## config.mk

```make
export PLATFORM = sky130hd
export DESIGN_NAME = multicycle_controller_flat
export DESIGN_NICKNAME = d
export VERILOG_FILES = /design/src/rtl/multicycle_controller_if.sv /design/src/rtl/multicycle_controller.sv /design/src/flat_wrapper.sv
export SDC_FILE = /design/constraint.sdc
export NUM_CORES = 1
export LEC_CHECK = 0
export ABC_AREA = 1
export BUFFER_PORTS_ARGS = -buffer_cell sky130_fd_sc_hd__clkbuf_2
export CAP_MARGIN = 20
export CORE_UTILIZATION = 57
export CTS_CLUSTER_SIZE = 14
export DETAILED_ROUTE_END_ITERATION = 7
export GPL_TIMING_DRIVEN = 0
export PLACE_DENSITY = 0.85
export SYNTH_ARGS = -nofsm -noshare
export SYNTH_HDL_FRONTEND = slang
export SYNTH_SLANG_ARGS = --single-unit
```

## constraint.sdc

```tcl
create_clock -name clk -period 3.26 [get_ports clk]
set_input_delay 0.163 -clock clk [delete_from_list [all_inputs] [get_ports clk]]
set_output_delay 0.163 -clock clk [all_outputs]
set_load 0.005 [all_outputs]
```

## src/rtl/multicycle_controller_if.sv

```systemverilog
// multicycle_controller_if: control/status bundle between the multicycle controller and its datapath
interface multicycle_controller_if;
  logic [6:0] op;
  logic [2:0] funct3;
  logic funct7b5;
  logic Zero;
  logic PCWrite;
  logic AdrSrc;
  logic MemWrite;
  logic IRWrite;
  logic [1:0] ResultSrc;
  logic [2:0] ALUControl;
  logic [1:0] ALUSrcB;
  logic [1:0] ALUSrcA;
  logic [2:0] ImmSrc;
  logic RegWrite;
  logic retire;
  logic illegal_op;
  logic [31:0] instret;
  logic [3:0] state;
  modport master(
    input op, funct3, funct7b5, Zero,
    output PCWrite, AdrSrc, MemWrite, IRWrite, ResultSrc, ALUControl, ALUSrcB, ALUSrcA,
           ImmSrc, RegWrite, retire, illegal_op, instret, state
  );
  modport slave(
    output op, funct3, funct7b5, Zero,
    input PCWrite, AdrSrc, MemWrite, IRWrite, ResultSrc, ALUControl, ALUSrcB, ALUSrcA,
          ImmSrc, RegWrite, retire, illegal_op, instret, state
  );
endinterface

```

## src/rtl/multicycle_controller.sv

```systemverilog
// multicycle_controller: RV32I multicycle control FSM with retire/illegal status and instret counter
module multicycle_controller (
  input logic clk,
  input logic reset,
  multicycle_controller_if.master bus
);
  typedef enum logic [3:0] {
    FETCH, DECODE, MEMADR, MEMREAD, MEMWB, MEMWRITE, EXECR, EXECI,
    ALUWB, BRANCH, JAL, JALR, LUI, AUIPC
  } state_t;
  state_t st, dec_next;
  logic retire_r, illegal_r, pc_update, irw, mw, rw, adr, taken;
  logic [31:0] instret_r;
  logic [2:0] func, alu, imm;
  logic [1:0] rs, asel, bsel;
  always_comb begin
    dec_next = FETCH;
    case (bus.op)
      7'b0000011, 7'b0100011: dec_next = MEMADR;
      7'b0110011: dec_next = EXECR;
      7'b0010011: dec_next = EXECI;
      7'b1100011: dec_next = BRANCH;
      7'b1101111: dec_next = JAL;
      7'b1100111: dec_next = JALR;
      7'b0110111: dec_next = LUI;
      7'b0010111: dec_next = AUIPC;
      default: dec_next = FETCH;
    endcase
  end
  always_ff @(posedge clk or posedge reset) begin
    if (reset) begin
      st <= FETCH;
      retire_r <= 1'b0;
      illegal_r <= 1'b0;
      instret_r <= '0;
    end else begin
      retire_r <= st inside {MEMWB, MEMWRITE, ALUWB, BRANCH};
      illegal_r <= st == DECODE && dec_next == FETCH;
      if (st inside {MEMWB, MEMWRITE, ALUWB, BRANCH}) instret_r <= instret_r + 32'd1;
      case (st)
        FETCH: st <= DECODE;
        DECODE: st <= dec_next;
        MEMADR: st <= bus.op[5] ? MEMWRITE : MEMREAD;
        MEMREAD: st <= MEMWB;
        EXECR, EXECI, LUI, AUIPC, JAL: st <= ALUWB;
        JALR: st <= JAL;
        default: st <= FETCH;
      endcase
    end
  end
  assign func = bus.funct3 == 3'b000 ? ((bus.op[5] && bus.funct7b5) ? 3'b001 : 3'b000) :
                bus.funct3 == 3'b010 ? 3'b101 :
                bus.funct3 == 3'b110 ? 3'b011 :
                bus.funct3 == 3'b111 ? 3'b010 : 3'b000;
  assign taken = (bus.funct3 == 3'b000 && bus.Zero) || (bus.funct3 == 3'b001 && !bus.Zero);
  always_comb begin
    pc_update = 1'b0;
    irw = 1'b0;
    mw = 1'b0;
    rw = 1'b0;
    adr = 1'b0;
    rs = 2'b00;
    alu = 3'b000;
    asel = 2'b00;
    bsel = 2'b00;
    case (st)
      FETCH: begin irw = 1'b1; bsel = 2'b10; rs = 2'b10; pc_update = 1'b1; end
      DECODE: begin asel = 2'b01; bsel = 2'b01; end
      MEMADR: begin asel = 2'b10; bsel = 2'b01; end
      MEMREAD: adr = 1'b1;
      MEMWB: begin rs = 2'b01; rw = 1'b1; end
      MEMWRITE: begin adr = 1'b1; mw = 1'b1; end
      EXECR: begin asel = 2'b10; alu = func; end
      EXECI: begin asel = 2'b10; bsel = 2'b01; alu = func; end
      ALUWB: rw = 1'b1;
      BRANCH: begin asel = 2'b10; alu = 3'b001; end
      JAL: begin asel = 2'b01; bsel = 2'b10; pc_update = 1'b1; end
      JALR: begin asel = 2'b10; bsel = 2'b01; end
      LUI: begin asel = 2'b11; bsel = 2'b01; end
      AUIPC: begin asel = 2'b01; bsel = 2'b01; end
      default: ;
    endcase
  end
  always_comb begin
    imm = 3'b000;
    case (bus.op)
      7'b0100011: imm = 3'b001;
      7'b1100011: imm = 3'b010;
      7'b1101111: imm = 3'b011;
      7'b0110111, 7'b0010111: imm = 3'b100;
      default: imm = 3'b000;
    endcase
  end
  // write enables are gated by reset so an abandoned instruction cannot write
  assign bus.PCWrite = !reset && (pc_update || (st == BRANCH && taken));
  assign bus.IRWrite = !reset && irw;
  assign bus.MemWrite = !reset && mw;
  assign bus.RegWrite = !reset && rw;
  assign bus.AdrSrc = adr;
  assign bus.ResultSrc = rs;
  assign bus.ALUControl = alu;
  assign bus.ALUSrcA = asel;
  assign bus.ALUSrcB = bsel;
  assign bus.ImmSrc = imm;
  assign bus.retire = retire_r;
  assign bus.illegal_op = illegal_r;
  assign bus.instret = instret_r;
  assign bus.state = st;
endmodule

```

## src/flat_wrapper.sv

```systemverilog
// flat-port wrapper written by rule: the top's interface ports become plain ports
module multicycle_controller_flat 
  (clk, reset, bus_op, bus_funct3, bus_funct7b5, bus_Zero, bus_PCWrite, bus_AdrSrc, bus_MemWrite, bus_IRWrite, bus_ResultSrc, bus_ALUControl, bus_ALUSrcB, bus_ALUSrcA, bus_ImmSrc, bus_RegWrite, bus_retire, bus_illegal_op, bus_instret, bus_state);
  multicycle_controller_if bus_i ();
  input logic clk;
  input logic reset;
  input wire logic [$bits(bus_i.op)-1:0] bus_op;
  input wire logic [$bits(bus_i.funct3)-1:0] bus_funct3;
  input wire logic [$bits(bus_i.funct7b5)-1:0] bus_funct7b5;
  input wire logic [$bits(bus_i.Zero)-1:0] bus_Zero;
  output wire logic [$bits(bus_i.PCWrite)-1:0] bus_PCWrite;
  output wire logic [$bits(bus_i.AdrSrc)-1:0] bus_AdrSrc;
  output wire logic [$bits(bus_i.MemWrite)-1:0] bus_MemWrite;
  output wire logic [$bits(bus_i.IRWrite)-1:0] bus_IRWrite;
  output wire logic [$bits(bus_i.ResultSrc)-1:0] bus_ResultSrc;
  output wire logic [$bits(bus_i.ALUControl)-1:0] bus_ALUControl;
  output wire logic [$bits(bus_i.ALUSrcB)-1:0] bus_ALUSrcB;
  output wire logic [$bits(bus_i.ALUSrcA)-1:0] bus_ALUSrcA;
  output wire logic [$bits(bus_i.ImmSrc)-1:0] bus_ImmSrc;
  output wire logic [$bits(bus_i.RegWrite)-1:0] bus_RegWrite;
  output wire logic [$bits(bus_i.retire)-1:0] bus_retire;
  output wire logic [$bits(bus_i.illegal_op)-1:0] bus_illegal_op;
  output wire logic [$bits(bus_i.instret)-1:0] bus_instret;
  output wire logic [$bits(bus_i.state)-1:0] bus_state;
  assign bus_i.op = bus_op;
  assign bus_i.funct3 = bus_funct3;
  assign bus_i.funct7b5 = bus_funct7b5;
  assign bus_i.Zero = bus_Zero;
  assign bus_PCWrite = bus_i.PCWrite;
  assign bus_AdrSrc = bus_i.AdrSrc;
  assign bus_MemWrite = bus_i.MemWrite;
  assign bus_IRWrite = bus_i.IRWrite;
  assign bus_ResultSrc = bus_i.ResultSrc;
  assign bus_ALUControl = bus_i.ALUControl;
  assign bus_ALUSrcB = bus_i.ALUSrcB;
  assign bus_ALUSrcA = bus_i.ALUSrcA;
  assign bus_ImmSrc = bus_i.ImmSrc;
  assign bus_RegWrite = bus_i.RegWrite;
  assign bus_retire = bus_i.retire;
  assign bus_illegal_op = bus_i.illegal_op;
  assign bus_instret = bus_i.instret;
  assign bus_state = bus_i.state;
  multicycle_controller u_core (.clk(clk), .reset(reset), .bus(bus_i));
endmodule
```

# After elaboration in Yosys (flattened, before gate mapping)
# Index checks and enable logic that the tools add are counted.
# totals
ff_bits	38
latchBits	0
mem_bits_rw	0
romBits	0
inputBits	14
out_inout_bits	55
memories	0
# classes
n_addsub	1
n_mul	0
div_mod_pow	0
n_lt_le_gt_ge	0
n_eq_ne	26
n_shift	0
muxes	18
bitwise_logic	0
n_reduce_logical	27
# ops
operator	n
adder 32 x 1 -> 32 bit, second input constant	1
one-hot mux 4 bit (8 select lines)	1
== test 4 bit, second input constant	6
one-hot mux 4 bit (6 select lines)	1
== test 7 x 6 -> 1 bit, second input constant	3
== test 7 bit, second input constant	3
== test 4 x 3 -> 1 bit, second input constant	4
== test 7 x 5 -> 1 bit, second input constant	2
2-to-1 mux 3 bit	4
one-hot mux 3 bit (4 select lines)	1
OR reduction 2 bit	6
OR reduction 5 bit	2
logical AND 1 bit	9
== test 4 x 2 -> 1 bit, second input constant	2
zero test 4 bit	2
one-hot mux 2 bit (2 select lines)	2
== test 7 x 2 -> 1 bit, second input constant	1
== test 3 bit, second input constant	2
2-to-1 mux 1 bit	6
one-hot mux 2 bit (3 select lines)	1
one-hot mux 3 bit (2 select lines)	1
OR reduction 6 bit	1
== test 4 x 1 -> 1 bit, second input constant	1
nonzero test 4 bit	1
other kinds (7)	9

# Depth between registers and ports, before layout
# Gate-level depths: netlist of the first run.
# depth
depth_word	6
depth_mapped	10
mapped_depth_nobuf	10

# Least setup slack after synthesis of the first run
# Ideal clock, no wire load.
# synth_timing
path_kind	reg2reg
from	register u_core.instret_r[0], in the netlist u_core.bus.instret[0]
to	register u_core.instret_r[20], in the netlist u_core.bus.instret[20]
t_arrival_ns	1.283
required_time_ns	3.143
slack_ns	1.861
stages_incl_launch_ff	9
path_buffers	0
cell_sequence	dfrtp_1 ha_1 inv_1 nor2_2 nand2_2 nor3_1 nand3_1 nand2_1 nand2_1
# synth_via
elab_chain_len	1
# synth_rtl
element	line	rtl
from (decl)	multicycle_controller.sv:13	logic [31:0] instret_r;
from (signal assigned)	multicycle_controller.sv:39	if (st inside {MEMWB, MEMWRITE, ALUWB, BRANCH}) instret_r <= instret_r + 32'd1;
adder 32 x 1 -> 32 bit	multicycle_controller.sv:39	
# Every way passes these cells.
# A chain may end at the register's enable or synchronous reset.

# Worst setup path after layout of the first run
# layout_timing
from	register u_core.st[0], in the netlist u_core.bus.state[0]
to	output port bus_PCWrite
# layout_via
elab_chain_len	5
elab_cells_between_ends	8
cone_classes	eq/ne (2); mux (1); reduce/logical (5)
# layout_rtl
element	line	rtl
from (decl)	multicycle_controller.sv:11	state_t st, dec_next;
from (signal assigned)	multicycle_controller.sv:42	DECODE: st <= dec_next;
from (signal assigned)	multicycle_controller.sv:43	MEMADR: st <= bus.op[5] ? MEMWRITE : MEMREAD;
== test 4 bit / zero test 4 bit (equally long branches)	multicycle_controller.sv:66	case (st)
OR reduction 2 bit (no line)	n/a	
2-to-1 mux 1 bit	multicycle_controller.sv:66	
logical OR 1 bit *	multicycle_controller.sv:95	assign bus.PCWrite = !reset && (pc_update || (st == BRANCH && taken));
logical AND 1 bit *	multicycle_controller.sv:95	
to (decl)	flat_wrapper.sv:11	output wire logic [$bits(bus_i.PCWrite)-1:0] bus_PCWrite;
# Every way passes the cells marked *; elsewhere a longest branch is shown, timed or not.

==> summary.md, run 1 <==
| Metric | Value |
|---|---|
| Outcome | finished clean |
| CP Class | reg2out |
| Synth Area per Inst | 6.56 um^2 |
| Max Transition Viols Final | 0 |
| Hold Crit Class | in2async |
| Residual DRC | 0 |
| Final Hold Viols | 0 |
| Die outline height | ~70 um |
| CP dominant cell by count | nor2_1 |
| CTS Hold Bufs | 0 |
| Met2 usage | 45.3% |
| Ys flop type | dfrtp_1 |
| CTS tree | built |
| CP startpoint kind | flop |
| FMAX | 0.560 GHz |
| Starting Density | roughly three fifths |
| Crit Path Max Fanout | 7 |
| Crit share post-route | 54.8% |
| EDFF count, synth | 0 |
| CP arrival | approximately 1600 ps |
| Distinct cells, synth | 34 |
| # Max-Cap Violations | 0 |
| Post-layout util | 73.2% |
| GRT Total Usage | 27.6% |
| Met1 Use GR | 37.0% |
| Worst setup EP type | primary output |
| Overall Power | approximately 1.3 mW |
| Vias | 2785 |
| Rows | 24 |
| Post-Route Skew | 5.79 ps |
| Largest net degree at the start of global routing | 21 |
| Area Growth Syn to Fin | 21.9% |
| Antenna Violating Nets Remaining | 0 |
| Final number of setup-violating endpoints | 0 |
| Tightest Pin Transition | 804 ps |
| Static leakage | roughly 1.7 nW |
| Post-Route WL | around 6600 um |
| Routability Congestion | ~0.93 |
| Top post-synthesis cells by area | dfrtp_1 36%, nand2_1 19%, inv_1 8.8% |
| Nets | approximately 500 |
| Crit-path slowest cell | dfrtp_1 |
| Antenna violations before repair | 0 |
| Routed WL per cell | 12.5 um |
| Global route overflow | 0 |
| Clock-pin slew on the worst setup and hold paths | 80 ps |
| PD cells | between 400 and 500 nW/um^2 |
| Num CTS Buffers | 5 |
| DR pass1 iterations | 5 |
| Most frequent cells in the layout | 135 x nand2_1, 68 x clkbuf_2, 62 x inv_1, 61 x nor2_1, 38 x dfrtp_1 |
| Leading cell type in the layout, fill and taps excluded | nand2_1 |
| Worst Path Buf+Inv | 3 |
| Die Area | 4890 um^2 |
| Vias in the first global route | 2517 |
| Post-Synthesis Cell Area | 2630 um^2 |
| CP peak stage delay | 460 ps |
| Share of layout cells above drive strength 1 | 21.8% |
| I/O Pins | 69 |
| GR Util met3 | 4.33% |
| Worst EP required | between 3000 and 4000 ps |
| CP top delay family | simple AND/OR/NAND/NOR gates |
| Setup repair bufs after CTS | 0 |
| Synth Register Bits | 38 |
| # diodes | 0 |
| Setup tns final | 0 ps |
| Synthesis warning total | 0 |
| Biggest area consumer among synthesized cells | dfrtp_1 |
| Slew headroom | 46.3% |
| CTS root buf | clkbuf_8 |
| Post-synthesis async set-or-reset flop share | 100% |
| CTS H-tree lvls | 2 |
| FILL cells | 368 |
| Fin crit period | between 1500 and 2000 ps |
| Post-DR vias/cell | 5.25 |
| Die width | 70.0 um |
| Mapped Nets | 416 |
| CTS resizes | 0 |
| Initial DRC count | 172 |
| Worst vdd ir | between 0.0002 and 0.0003 V |
| Post-synthesis sequential area ratio | ~36% |
| I/O Buffers | 68 |
| Core Region | roughly 4400 um^2 |
| Post-DP HPWL | roughly 5000 um |
| GRT Max-Usage Layer | met2 |
| Clock Path Buffers | 2 |
| First-pass GRT wire length | 10900 um |
| Post-synth top area share | between 30% and 40% |
| Post-synthesis instance total | 401 |
| Sink Count | 38 |
| Critical-path cell list | inv_1 -> nor2_1 -> inv_1 -> nor2_1 -> a41oi_1 -> nor2_1 -> clkbuf_2 |
| Clock Latency Late Sink | 290 ps |
| RSZ-0062 raised after global routing | false |
cells in the mapped netlist, types with 2 or more instances:
| cell type | n |
|---|---|
| a21oi_1 | 3 |
| nand2_4 | 3 |
| nand3_1 | 24 |
| inv_1 | 62 |
| inv_2 | 3 |
| nor3_1 | 8 |
| nand3b_1 | 3 |
| xor2_1 | 8 |
| nor2_1 | 61 |
| nand2_2 | 6 |
| o211ai_1 | 2 |
| o21ai_0 | 5 |
| nor2_4 | 3 |
| o21ai_1 | 2 |
| nand2_1 | 135 |
| nor2_2 | 6 |
| nand4_1 | 8 |
| dfrtp_1 | 38 |
| xnor2_1 | 6 |
worst register-to-register path: cells and delay by family, from the launching register on:
family | cells | cell delay, ps
flip-flops | 1 | 400
adder cells (fa/ha/maj) | 1 | 250
AND/OR/NAND/NOR | 6 | 840
buffers and inverters | 1 | 110
sequential cells by signal, summed over array words and instances (netlist names):
name                   cells
u_core.bus.illegal_op      1
u_core.bus.instret        32
u_core.bus.retire          1
u_core.bus.state           4
layer usage:
metal	share of wire, %	routed length, um
met3	5.5	366
met1	45	2970
met2	48	3160
met5	0	0
met4	1.5	99
final timing paths:
kind,startpoint,endpoint,slack [ps],depth (start not counted)
min in group clk,bus_op[3],u_core.bus.state[0],220,4
setup reg to reg,u_core.bus.instret[0],u_core.bus.instret[30],1570,8
max in group asynchronous,reset,u_core.bus.instret[19],2650,3
hold / removal,reset,u_core.bus.instret[30],50,2
hold reg to reg,u_core.bus.instret[31],u_core.bus.instret[31],500,2
setup / recovery,u_core.bus.state[0],bus_PCWrite,1470,7
through the flow:
stage | area [um^2] | hold WS, ps | setup WS [ps] | std cells
after CTS | 3210 | 87.2 | 1480 | 530
after global routing | 3210 | 130 | 1300 | 530
after global placement | 3040 | 494 | 1680 | 521
after floorplan | 2630 | 353 | 1860 | 401
after detailed placement | 3070 | 403 | 1650 | 522
final | 3210 | 53.2 | 1470 | 530
cell families after synthesis:
kind of cell,Yosys count,share of synthesized area [%]
and+or+nand+nor,263,44.7
DFF,38,36.1
adders and majority gates,1,0.475
AOI/OAI and AO/OA,18,4.28
xor gates and xnor gates,14,4.66
buffers and inverters,67,9.74
layout make-up:
| type | instances | area [um^2] | share of cell area (%) |
|---|---|---|---|
| Multi-Input combinational cell | 296 | 1430 | 44.4 |
| Sequential cell | 38 | 951 | 29.6 |
| Buffer | 2 | 12.5 | 0.390 |
| Tap cell | 52 | 65.1 | 2.03 |
| Timing Repair Buffer | 69 | 368 | 11.5 |
| Clock buffer | 6 | 82.6 | 2.57 |
| Clock inverter | 2 | 60.1 | 1.87 |
| Inverter | 65 | 244 | 7.61 |
power by group:
part / internal (mW) / switching (mW)
clock: 0.326 / 0.173
sequential: 0.505 / 0.0406
combinational: 0.113 / 0.181
total: 0.945 / 0.395
Note: power is estimated with default switching activity, not from simulation.
==> run 2, diff against run 1 <==
--- a/config.mk
+++ b/config.mk
@@ -8,11 +8,11 @@
 export ABC_AREA = 1
 export BUFFER_PORTS_ARGS = -buffer_cell sky130_fd_sc_hd__clkbuf_2
 export CAP_MARGIN = 20
-export CORE_UTILIZATION = 57
+export CORE_UTILIZATION = 53
 export CTS_CLUSTER_SIZE = 14
 export DETAILED_ROUTE_END_ITERATION = 7
 export GPL_TIMING_DRIVEN = 0
-export PLACE_DENSITY = 0.85
+export PLACE_DENSITY = 0.8
 export SYNTH_ARGS = -nofsm -noshare
 export SYNTH_HDL_FRONTEND = slang
 export SYNTH_SLANG_ARGS = --single-unit
==> constraint.sdc (replaced) <==
create_clock -name clk -period 1.7 [get_ports clk]
set_input_delay 0.085 -clock clk [delete_from_list [all_inputs] [get_ports clk]]
set_output_delay 0.085 -clock clk [all_outputs]
set_load 0.005 [all_outputs]
==> run 2 against run 1 <==
Worst hold slack improved by 120 ps. Clock-buffer cell count rose by 1. Routed wire length fell by 2.2%. First-iteration DRC count rose by 5.8%. Power rose by 69%. Flip-flop and latch count did not move. Critical path depth did not move. Combinational power rose by 92%. Critical endpoint is now bus_ALUSrcA[1]. Largest power group unchanged.
==> summary.md, run 2 (same netlist as run 1, synthesis figures left out) <==
| Metric | Value |
|---|---|
| Tightest Pin Transition | 789 ps (-14.7 ps) |
| Starting Density | 55.4% (-4.7 points) |
| CP startpoint kind | flop |
| Post-Route WL | 6450 um (-2.2%) |
| FMAX | roughly 0.6 GHz |
| Clock-pin slew on the worst setup and hold paths | 70 ps (about the same) |
| Final number of setup-violating endpoints | 0 (unchanged) |
| Final Hold Viols | 0 (unchanged) |
| Setup tns final | 0 ps (unchanged) |
| Most frequent cells in the layout | 135 x nand2_1, 68 x clkbuf_2, 60 x inv_1, 57 x nor2_1, 35 x dfrtp_1 |
| Die outline height | 72.5 um (+3.6%) |
| Fin crit period | 1630 ps |
| Hold Crit Class | in2reg |
| Area Growth Syn to Fin | 21.2% |
| GRT Total Usage | 25.8% (-1.7 points) |
| # diodes | 0 (unchanged) |
| Overall Power | 2.27 mW (+69%) |
| Crit share post-route | 96.1% |
| Rows | 25 (+4.2%) |
| CTS H-tree lvls | 2 (unchanged) |
| Worst setup EP type | primary output |
| I/O Buffers | 68 (unchanged) |
| Post-DR vias/cell | 5.00 (-4.9%) |
| Worst vdd ir | 0.000414 V (+55%) |
| I/O Pins | 69 (unchanged) |
| # Max-Cap Violations | 0 (unchanged) |
| Worst EP required | 1620 ps (-1480 ps) |
| Slew headroom | 47.3% (+0.97 points) |
| CTS root buf | clkbuf_8 |
| FILL cells | 436 (+18%) |
| DR pass1 iterations | 5 (unchanged) |
| Routed WL per cell | 11.8 um (-5.3%) |
| Share of layout cells above drive strength 1 | 23.8% (+2.0 points) |
| Vias in the first global route | 2367 (-6.0%) |
| Initial DRC count | 182 (+5.8%) |
| Max Transition Viols Final | 0 (unchanged) |
| RSZ-0062 raised after global routing | true |
| Largest net degree at the start of global routing | 39 (+86%) |
| Die Area | 5250 um^2 (+7.3%) |
| PD cells | 711 nW/um^2 (+70%) |
| CP Class | reg2out |
| CTS tree | built |
| Num CTS Buffers | 5 (unchanged) |
| Sink Count | 38 (unchanged) |
| Core Region | 4750 um^2 (+8.4%) |
| Crit Path Max Fanout | 5 (-2) |
| Largest register FFs | 32 (unchanged) |
| Die width | 72.5 um (+3.6%) |
| Global route overflow | 0 (unchanged) |
| Routability Congestion | 0.884 (-5.3%) |
| Residual DRC | 0 (unchanged) |
| Static leakage | 1.70 nW (-1.7%) |
| Nets | 494 (+0.41%) |
| Antenna Violating Nets Remaining | 0 (unchanged) |
| Clock Latency Late Sink | 300 ps (about the same) |
| Post-Route Skew | 9.87 ps (+4.08 ps) |
| Leading cell type in the layout, fill and taps excluded | nand2_1 |
| Antenna violations before repair | 0 (unchanged) |
| Post-DP HPWL | 4990 um (-2.0%) |
| CP arrival | 1550 ps (-70 ps) |
| Outcome | finished clean |
| First-pass GRT wire length | 10600 um (-3.4%) |
| Vias | 2733 (-1.9%) |
| Clock Path Buffers | 2 (unchanged) |
[run 2: worst max-delay path, cell delays in order, from the launching register on]
cell and delay, ps:
dfrtp_2 440, buf_4 160, nor2_1 130, inv_1 90
nor2_1 120, a21oi_1 70, o211ai_1 110, clkbuf_2 140
[run 2: path summary, 6_finish.rpt]
| kind | start | to | slack (ps) | cells past startpoint |
|---|---|---|---|---|
| hold / removal | bus_op[4] | u_core.bus.state[2] | 170 | 3 |
| hold reg to reg | u_core.bus.instret[31] | u_core.bus.instret[31] | 500 | 2 |
| max in group asynchronous | reset | u_core.bus.state[1] | 610 | 3 |
| min in group asynchronous | reset | u_core.bus.instret[6] | 520 | 3 |
| setup / recovery | u_core.bus.state[1] | bus_ALUSrcA[1] | 70 | 7 |
| setup reg to reg | u_core.bus.instret[0] | u_core.bus.instret[22] | 110 | 8 |
[run 2: layer usage]
| metal | global-route usage, % | vias up | part of all wire (%) |
|---|---|---|---|
| met2 | 41.7 | 96 | 48 |
| met5 | 0 | - | 0 |
| met4 | 11.1 | 0 | 2.0 |
| met1 | 35.0 | 1231 | 45 |
| li1 | - | 1395 | - |
| met3 | 2.92 | 11 | 5.1 |
[run 2: power breakdown]
| part | total, mW | switching (mW) | internal (mW) |
|---|---|---|---|
| Sequential | 1.05 | 0.0830 | 0.971 |
| Combinational | 0.566 | 0.345 | 0.220 |
| Clock | 0.647 | 0.320 | 0.327 |
| Total | 2.27 | 0.748 | 1.52 |
[run 2: area by class of cell]
cell class / instances / area [um^2] / share of cell area [%]
Multi-Input combinational cell: 296 / 1440 / 45.1
Sequential cell: 38 / 955 / 29.9
Timing Repair Buffer: 71 / 365 / 11.5
Inverter: 65 / 244 / 7.65
Clock buffer: 7 / 86.3 / 2.71
Tap cell: 67 / 83.8 / 2.63
Buffer: 2 / 12.5 / 0.392
Clock inverter: 1 / 5.00 / 0.157
[run 2: metrics by stage]
step / util [%] / setup WS (ps) / area (um^2) / hold WS (ps) / instances
final: 67.1 / 66.0 / 3190 / 169 / 547
after global routing: 67.1 / -22.8 / 3190 / 199 / 547
after CTS: 66.5 / 21.3 / 3160 / 165 / 545
after detailed placement: 64.3 / 30.3 / 3060 / 324 / 536
after global placement: 64.3 / 83.1 / 3060 / 418 / 536
after floorplan: - / 301 / 2630 / 201 / 401
[run 2: timing repair]
action	4_1_cts	5_1_grt
gates cloned	0	0
setup buffers	0	2
gates resized for setup	2	8
hold endpoints to repair	8	0
hold buffers	1	0
endpoints found under the setup margin	1	8
==> run 3, diff against run 2 <==
--- a/config.mk
+++ b/config.mk
@@ -8,6 +8,7 @@
 export ABC_AREA = 1
 export BUFFER_PORTS_ARGS = -buffer_cell sky130_fd_sc_hd__clkbuf_2
 export CAP_MARGIN = 20
+export CORE_ASPECT_RATIO = 0.8
 export CORE_UTILIZATION = 53
 export CTS_CLUSTER_SIZE = 14
 export DETAILED_ROUTE_END_ITERATION = 7
==> constraint.sdc (replaced) <==
create_clock -name clk -period 1.7 [get_ports clk]
set_input_delay 0.085 -clock clk [delete_from_list [all_inputs] [get_ports clk]]
set_output_delay 0.085 -clock clk [all_outputs]
set_load 0.01 [all_outputs]
==> run 3 against run 2 <==
The run now ends with hold timing left. Sequential share of layout area shrank 0.40 points. Sequential power about the same. Fmax increased by 1.1%. Design area up 1.5%. Clock power is 47% higher. Clock skew fell by 3.5 ps. Utilization up 2.1 points. Routed wire length increased by 0.85%. Largest cell class unchanged.
==> summary.md, run 3 (same netlist as run 1, synthesis figures left out) <==
| Metric | Value |
|---|---|
| Share of layout cells above drive strength 1 | 24.2% (+0.47 points) |
| FILL cells | 420 (-3.7%) |
| Global route overflow | 0 (unchanged) |
| Clock-pin slew on the worst setup and hold paths | 80 ps (about the same) |
| Crit Path Max Fanout | 8 (+3) |
| CP startpoint kind | flop |
| Leading cell type in the layout, fill and taps excluded | nand2_1 |
| Die outline height | 65.0 um (-10%) |
| Clock Path Buffers | 2 (unchanged) |
| Final number of setup-violating endpoints | 0 (unchanged) |
| Post-Route WL | 6510 um (+0.85%) |
| Worst vdd ir | 0.000698 V (+68%) |
| Crit share post-route | 95.0% (-1.1 points) |
| Nets | 493 (-0.20%) |
| Core Region | 4680 um^2 (-1.6%) |
| Hold Crit Class | in2async |
| CTS H-tree lvls | 2 (unchanged) |
| Starting Density | 56.3% (+0.89 points) |
| Vias | 2745 (+0.44%) |
| Area Growth Syn to Fin | 23.0% |
| Antenna violations before repair | 0 (unchanged) |
| # Max-Cap Violations | 0 (unchanged) |
| CTS Hold Bufs | 0 (-1) |
| Setup slack at placement | 69.7 ps (+39.4 ps) |
| CP Class | reg2out |
| Worst setup EP type | primary output |
| Largest net degree at the start of global routing | 39 (unchanged) |
| Die width | 80.8 um (+11%) |
| CTS root buf | clkbuf_8 |
| Fin Hold WS | -23.9 ps (-193 ps) |
| Outcome | complete, but fails checks |
| Initial DRC count | 184 (+1.1%) |
| Routed WL per cell | 12.1 um (+2.3%) |
| Max Transition Viols Final | 0 (unchanged) |
| CP arrival | 1530 ps (-20 ps) |
| Antenna Violating Nets Remaining | 0 (unchanged) |
| Routability Congestion | 0.879 (-0.61%) |
| Most frequent cells in the layout | 135 x nand2_1, 68 x clkbuf_2, 61 x inv_1, 58 x nor2_1, 34 x dfrtp_1 |
| Worst EP required | 1620 ps (about the same) |
| Static leakage | 1.72 nW (+1.1%) |
| Post-layout util | 69.2% (+2.1 points) |
| Die Area | 5250 um^2 (about the same) |
| RSZ-0062 raised after global routing | true |
| CTS tree | built |
| FMAX | 0.619 GHz (+1.1%) |
| First-pass GRT wire length | 11000 um (+4.4%) |
| Largest register FFs | 32 (unchanged) |
| Post-DR vias/cell | 5.09 (+1.9%) |
| Sink Count | 38 (unchanged) |
| Final Hold Viols | 38 (+38) |
| Met1 wire length | 3020 um (+3.3%) |
| Post-DP HPWL | 5100 um (+2.1%) |
| Worst Path Buf+Inv | 2 (-1) |
| Rows | 22 (-12%) |
| Setup slack after layout | 84.2 ps (+18.2 ps) |
| CP top delay family | flip-flops |
| Num CTS Buffers | 5 (unchanged) |
| # diodes | 0 (unchanged) |
| GRT Total Usage | 27.3% (+1.4 points) |
| I/O Buffers | 68 (unchanged) |
| CP peak stage delay | 470 ps (+30 ps) |
| Post-DP Area | 3050 um^2 (-0.29%) |
| Design area | 3240 um^2 (+1.5%) |
| I/O Pins | 69 (unchanged) |
| Fin crit period | 1620 ps (-18.2 ps) |
| Tightest Pin Transition | 775 ps (-14.4 ps) |
| DR WL met3 | 410 um (+23%) |
| Critical-path cell list | nor2_1 -> inv_1 -> nor2_1 -> a41oi_1 -> nor2_1 -> clkbuf_2 |
| DR pass1 iterations | 4 (-1) |
| Vias in the first global route | 2529 (+6.8%) |
| Clock Latency Late Sink | 290 ps (about the same) |
| Top Layer Used | met4 |
| Failing checks | hold timing |
| PD cells | 820 nW/um^2 (+15%) |
| CP dominant cell by count | nor2_1 |
| Post-Route Skew | 6.38 ps (-3.48 ps) |
| Crit-path slowest cell | dfrtp_2 |
| Met2 WL | 3050 um (-0.65%) |
| Slew headroom | 48.3% (+0.96 points) |
| Residual DRC | 0 (unchanged) |
## run 3: layout make-up
type | count | area [um^2] | share of cell area [%]
clock inverter | 2 | 60.1 | 1.86
tap | 60 | 75.1 | 2.32
clock buffer | 6 | 82.6 | 2.55
sequential | 38 | 956 | 29.5
timing repair buffer | 70 | 355 | 11.0
multi-input combinational | 296 | 1450 | 44.8
buffer | 2 | 12.5 | 0.387
inverter | 65 | 244 | 7.54
## run 3: final timing paths
check | slack [ps] | start | endpoint | cells after the start
min in group clk | 180 | bus_op[5] | u_core.bus.state[2] | 3
max in group asynchronous | 1190 | reset | u_core.bus.state[1] | 2
max | 80 | u_core.bus.state[1] | bus_PCWrite | 6
min | -20 | reset | u_core.bus.instret[11] | 2
max reg2reg | 130 | u_core.bus.instret[0] | u_core.bus.instret[10] | 8
min reg2reg | 530 | u_core.bus.instret[6] | u_core.bus.instret[6] | 1
## run 3: metrics by stage
| step | instances | hold WS, ps | power, mW | setup TNS (ps) |
|---|---|---|---|---|
| 2_1_floorplan | 401 | 218 | 1.43 | 0 |
| 3_3_place_gp | 529 | 429 | 1.65 | 0 |
| 3_5_place_dp | 529 | 322 | 1.68 | 0 |
| 4_1_cts | 537 | 13.1 | 2.62 | 0 |
| 5_1_grt | 539 | 66.3 | 2.79 | -36.2 |
| 6_report | 539 | -23.9 | 2.65 | 0 |
## run 3: what timing repair did
| action | 4_1_cts | 5_1_grt |
|---|---|---|
| gates resized for setup | 0 | 11 |
| endpoints found under the setup margin | 0 | 11 |
| buffers inserted | 0 | 2 |
## run 3: per-layer routing
layer | vias up | track usage [%]
met5 | - | 0
met4 | 0 | 5.36
met3 | 4 | 5.21
met2 | 76 | 46.2
met1 | 1265 | 36.2
li1 | 1400 | -
## run 3: power breakdown
group / total (mW) / internal (mW) / leakage [nW] / switching [mW]
logic: 0.652 / 0.240 / 1.13 / 0.412
registers: 1.05 / 0.971 / 0.516 / 0.0792
clock network: 0.951 / 0.626 / 0.0714 / 0.325
